## config.mk

```make
export PLATFORM = sky130hd
export DESIGN_NAME = dmem_arbiter
export DESIGN_NICKNAME = d
export VERILOG_FILES = /design/src/rtl/dmem_arbiter_pkg.sv /design/src/rtl/dmem_arbiter.sv
export SDC_FILE = /design/constraint.sdc
export NUM_CORES = 1
export LEC_CHECK = 0
export CORE_AREA = 2 2 229 231
export DETAILED_ROUTE_END_ITERATION = 7
export DIE_AREA = 0 0 231 233
export SETUP_SLACK_MARGIN = 0.05
export SYNTH_ARGS = -nofsm -noshare
export SYNTH_HDL_FRONTEND = slang
export SYNTH_SLANG_ARGS = --single-unit
export TNS_END_PERCENT = 100
```

## constraint.sdc

```tcl
create_clock -name clock -period 2.2 [get_ports clock]
set_clock_uncertainty 0.15 [all_clocks]
set_input_delay 0.33 -clock clock [delete_from_list [all_inputs] [get_ports clock]]
set_output_delay 0.33 -clock clock [all_outputs]
set_load 0.01 [all_outputs]
```

## src/rtl/dmem_arbiter_pkg.sv

```systemverilog
// Shared types for the data-memory arbiter: FSM states, port indices and the
// round-robin/lock winner selection.
package dmem_arbiter_pkg;

  localparam int unsigned DATA_W = 64;

  typedef enum logic [1:0] {
    ST_IDLE   = 2'd0,
    ST_ACCESS = 2'd1,
    ST_RESP   = 2'd2
  } state_e;

  localparam logic PORT0 = 1'b0;
  localparam logic PORT1 = 1'b1;

  // Picks the winner among eligible ports; a held lock favours the loader.
  function automatic logic pick_port(input logic c0, input logic c1,
                                     input logic ptr, input logic lock_hold);
    if (c0 && c1) begin
      return lock_hold ? PORT1 : ptr;
    end
    return c1 ? PORT1 : PORT0;
  endfunction

endpackage

```

## src/rtl/dmem_arbiter.sv

```systemverilog
// Two-port arbiter for the single-ported data memory: pipeline (port 0) and
// debug/boot loader (port 1), round-robin with a bounded loader lock.
module dmem_arbiter
  import dmem_arbiter_pkg::*;
#(
  parameter int unsigned MAX_LOCK = 8,
  parameter int unsigned LOCK_W   = 4
) (
  input  logic              clock,
  input  logic              reset,
  input  logic              req0,
  input  logic              we0,
  input  logic [DATA_W-1:0] addr0,
  input  logic [DATA_W-1:0] wdata0,
  output logic              ack0,
  output logic [DATA_W-1:0] rdata0,
  input  logic              req1,
  input  logic              we1,
  input  logic [DATA_W-1:0] addr1,
  input  logic [DATA_W-1:0] wdata1,
  input  logic              lock1,
  output logic              ack1,
  output logic [DATA_W-1:0] rdata1,
  output logic              busy,
  output logic [DATA_W-1:0] mem_address,
  output logic [DATA_W-1:0] mem_write_data,
  output logic              mem_MemWrite,
  output logic              mem_MemRead,
  input  logic [DATA_W-1:0] mem_read_data
);

  localparam logic [LOCK_W-1:0] LockMax = LOCK_W'(MAX_LOCK);

  state_e              state_q, state_d;
  logic                winner_q, winner_d;
  logic                ptr_q, ptr_d;
  logic [LOCK_W-1:0]   cnt_q, cnt_d;
  logic [DATA_W-1:0]   addr_q, addr_d;
  logic [DATA_W-1:0]   wdata_q, wdata_d;
  logic [DATA_W-1:0]   rdata0_q, rdata0_d;
  logic [DATA_W-1:0]   rdata1_q, rdata1_d;
  logic                mwr_q, mwr_d;
  logic                mrd_q, mrd_d;
  logic                ack0_q, ack0_d;
  logic                ack1_q, ack1_d;
  logic                busy_q, busy_d;

  logic                lock_hold;
  logic                cand0, cand1;
  logic                grant_port;

  // Next-state, grant and strobe logic.
  always_comb begin
    state_d    = state_q;
    winner_d   = winner_q;
    ptr_d      = ptr_q;
    cnt_d      = lock1 ? cnt_q : '0;
    addr_d     = addr_q;
    wdata_d    = wdata_q;
    rdata0_d   = rdata0_q;
    rdata1_d   = rdata1_q;
    mwr_d      = 1'b0;
    mrd_d      = 1'b0;
    ack0_d     = 1'b0;
    ack1_d     = 1'b0;
    cand0      = 1'b0;
    cand1      = 1'b0;
    grant_port = PORT0;
    lock_hold  = lock1 && (cnt_q < LockMax);

    unique case (state_q)
      ST_IDLE: begin
        cand0 = req0;
        cand1 = req1;
      end
      ST_ACCESS: begin
        state_d = ST_RESP;
        if (winner_q == PORT1) begin
          ack1_d = 1'b1;
          if (mrd_q) rdata1_d = mem_read_data;
        end else begin
          ack0_d = 1'b1;
          if (mrd_q) rdata0_d = mem_read_data;
        end
      end
      ST_RESP: begin
        // The acked port's request is the one just completed; a locked
        // loader keeps ownership by idling one cycle instead of yielding.
        state_d = ST_IDLE;
        cand0   = req0 && (winner_q == PORT1) && !lock_hold;
        cand1   = req1 && (winner_q == PORT0);
      end
      default: state_d = ST_IDLE;
    endcase

    if (cand0 || cand1) begin
      grant_port = pick_port(cand0, cand1, ptr_q, lock_hold);
      state_d    = ST_ACCESS;
      winner_d   = grant_port;
      ptr_d      = ~grant_port;
      addr_d     = (grant_port == PORT1) ? addr1 : addr0;
      wdata_d    = (grant_port == PORT1) ? wdata1 : wdata0;
      mwr_d      = (grant_port == PORT1) ? we1 : we0;
      mrd_d      = (grant_port == PORT1) ? !we1 : !we0;
      if (grant_port == PORT1 && lock1) begin
        cnt_d = (cnt_q == LockMax) ? cnt_q : cnt_q + LOCK_W'(1);
      end else begin
        cnt_d = '0;
      end
    end

    busy_d = (state_d != ST_IDLE);
  end

  always_ff @(posedge clock) begin
    if (reset) begin
      state_q  <= ST_IDLE;
      winner_q <= PORT0;
      ptr_q    <= PORT0;
      cnt_q    <= '0;
      addr_q   <= '0;
      wdata_q  <= '0;
      rdata0_q <= '0;
      rdata1_q <= '0;
      mwr_q    <= 1'b0;
      mrd_q    <= 1'b0;
      ack0_q   <= 1'b0;
      ack1_q   <= 1'b0;
      busy_q   <= 1'b0;
    end else begin
      state_q  <= state_d;
      winner_q <= winner_d;
      ptr_q    <= ptr_d;
      cnt_q    <= cnt_d;
      addr_q   <= addr_d;
      wdata_q  <= wdata_d;
      rdata0_q <= rdata0_d;
      rdata1_q <= rdata1_d;
      mwr_q    <= mwr_d;
      mrd_q    <= mrd_d;
      ack0_q   <= ack0_d;
      ack1_q   <= ack1_d;
      busy_q   <= busy_d;
    end
  end

  assign ack0           = ack0_q;
  assign ack1           = ack1_q;
  assign rdata0         = rdata0_q;
  assign rdata1         = rdata1_q;
  assign busy           = busy_q;
  assign mem_address    = addr_q;
  assign mem_write_data = wdata_q;
  assign mem_MemWrite   = mwr_q;
  assign mem_MemRead    = mrd_q;

endmodule
```

==> summary.txt <==
Startpoint Class: flop
Slew @ Worst Pin: 0.633 ns
Rows: 83
# nets final: 2386
DP Area: 19300 µm²
Die Y: 233 µm
Starting Density: 23.9%
root buffer cell: clkbuf_16
vias per cell: 5.13
largest net degree at the start of global routing: 109
Total Power: 14.1 mW
post-synthesis net count: 1850
first-pass GRT wire length: 82900 µm
area of the mapped netlist: 12200 µm²
Avg Inst Size Synth: 8.03 µm²
Core ar.: 51100 µm²
Seq/Total Area, Yosys: 44.1%
asr flop ratio synth: 0%
grt ovf: 0
#FFs+latches synth: 269
routability congestion estimate: 0.839
Final setup viols: 0
pins over their slew limit: 0
Initial DRT Pass Iterations: 7
leading area contributor after synthesis: dfxtp_1
Synth top cells by count: nand2_1 (518), dfxtp_1 (269), a21oi_1 (130)
most common cell in the netlist: nand2_1
final non-filler cell total: 2765
critical-path maximum fanout: 103
vias after detailed routing: 14.2k
vias in the first global route: 14.2k
Hold WC Path Type: input pin to flop
post-route ant nets: 0
die area: 53800 µm²
CTS H-tree lvls: 2
max-capacitance violation count: 0
Main synth FF type: dfxtp_1
CTS tree: built
gr usage total: 19.4%
Yosys cell types: 36
synthesis-to-finish area growth: 67.0%
Residual DRC: 0
Layout fillers: 5182
CP Class: flop to flop
final worst slack: 0.117 ns
top post-synthesis cells by area: dfxtp_1 (44%), nand2_1 (16%), a311oi_1 (9.2%)
1st-iter DRT viols: 821
die width: 231 µm
Placement Setup Slack: -0.174 ns
Ports: 588
CP Capture Type: flop
per-cell routed wire length: 19.8 µm
outcome: finished, final reports clean
Req. time, crit path: 2.47 ns
clock slew at reported path FFs: 0.06 ns
Longest Clk Path Bufs: 3
fmax: 0.480 GHz
Buffers on Ports: 587
CP arrival: 2.35 ns
setup repair after global routing missed its margin: false
number of synthesized flops with an enable pin: 0
TritonCTS Buffers: 34
Yosys Warn Count: 0
share of cells above drive strength 1: 7.11%
Tmin final: 2.08 ns
Cells after Synth: 1521
dpl cells: 2701
antenna violations before repair: 4
drt total wl: 54900 µm
Final Instance Area: 20400 µm²
cell area power density: 691 nW/µm²
Rel. slew slack: 57.8%
Hold Slack: 0.0628 ns
clk sinks: 269
final hold vios: 0
Detailed Place HPWL: 39300 µm
top-area cell type share of the netlist area: 44.1%
worst skew pair latency: 0.52 ns
period utilisation layout: 94.7%
Max rail drop VDD: 355 µV
leakage power: 7.22 nW
## kinds of logic (layout without fill, tap and decap cells)
| logic type | count (synthesis) | count (layout) | share of synthesized area (%) |
|---|---|---|---|
| DFF | 269 | 269 | 44.1 |
| adders and majority gates | 2 | 2 | 0.205 |
| AOI/OAI and AO/OA | 395 | 395 | 22.9 |
| xor gates and xnor gates | 1 | 1 | 0.0717 |
| buffers and inverters | 176 | 737 | 6.02 |
| other | 0 | 3 | 0 |
| and+or+nand+nor | 678 | 678 | 26.7 |
## path summary, 6_finish.rpt
| kind | startpoint | endpoint | slack [ns] | cells after the start |
|---|---|---|---|---|
| worst min register to register | rdata1[5]$_SDFFE_PP0P_ | rdata1[5]$_SDFFE_PP0P_ | 0.30 | 2 |
| worst max-delay path | winner_q$_SDFFE_PP0P_ | mem_write_data[21]$_SDFFE_PP0P_ | 0.12 | 5 |
| worst min-delay path | reset | rdata1[41]$_SDFFE_PP0P_ | 0.06 | 2 |
| worst max register to register | winner_q$_SDFFE_PP0P_ | mem_write_data[21]$_SDFFE_PP0P_ | 0.12 | 5 |
## metal layers
layer / global-route usage (%) / part of all wire [%] / vias up / wire (µm)
met1: 22.3 / 39 / 6865 / 21600
met3: 6.12 / 9.1 / 89 / 4980
met5: 0 / 0 / - / 0
met2: 34.3 / 49 / 605 / 26700
met4: 6.17 / 3.0 / 0 / 1640
li1: - / - / 6622 / -
## area by class of cell
cell class	instances	area, µm²	area share (%)
Tap cell	680	851	4.17
Multi-Input combinational cell	1076	6150	30.1
Sequential cell	269	5390	26.4
Clock buffer	52	1050	5.14
Timing Repair Buffer	670	6860	33.6
Inverter	6	22.5	0.110
Antenna cell	3	7.51	0.0368
Clock inverter	9	86.3	0.423
## state kept, by name, summed over array words and instances (netlist names)
name,cells
mem_address,64
mem_MemRead,1
winner_q,1
ack0,1
ptr_q,1
busy,1
rdata1,64
mem_write_data,64
mem_MemWrite,1
rdata0,64
state_q,2
ack1,1
cnt_q,4
## cells in the final DEF, fill, tap and decap left out, types with 2 or more instances in the layout
cell | Yosys | final
a211oi_1 | 128 | 128
a21oi_1 | 130 | 130
a311oi_1 | 128 | 128
a41o_1 | 3 | 3
and3_1 | 2 | 2
and4_1 | 128 | 128
buf_12 | 0 | 28
buf_4 | 6 | 55
clkbuf_1 | 125 | 6
clkbuf_16 | 0 | 35
clkbuf_8 | 0 | 12
clkdlybuf4s50_1 | 0 | 585
clkinv_2 | 0 | 3
clkinvlp_4 | 0 | 2
dfxtp_1 | 269 | 269
diode_2 | 0 | 3
ha_1 | 2 | 2
inv_1 | 6 | 6
inv_6 | 0 | 3
nand2_1 | 518 | 518
nand2b_1 | 3 | 2
nand3_1 | 7 | 6
nand3b_1 | 2 | 2
nand4b_1 | 2 | 2
nor2_1 | 5 | 3
nor2_4 | 0 | 2
o21ai_0 | 2 | 2
## power breakdown
part | leakage (nW) | total [mW] | switching [mW] | internal, mW
clock network | 0.557 | 5.67 | 2.25 | 3.42
logic | 4.46 | 3.06 | 1.42 | 1.64
registers | 2.20 | 5.38 | 0.192 | 5.18
total | 7.22 | 14.1 | 3.87 | 10.2
## worst max-delay path, stage by stage (launching register included)
cell,delay (ns)
dfxtp_1,0.45
nand2b_4,0.27
buf_12,0.30
and4_1,0.28
a211oi_1,0.05
a311oi_1,0.29
## per-stage QoR
step	util [%]	TNS [ns]
detailed placement	37.7	-10.65
global placement	37.7	-7.69
global route	39.9	0
floorplan	-	0
CTS	39.9	0
finish	39.9	0
## what timing repair did
item	4_1_cts	5_1_grt
resized for setup	0	1
buffers inserted	0	0
hold buffers	0	0
endpoints found under the setup margin	0	1
(Power assumes the default switching activity.)
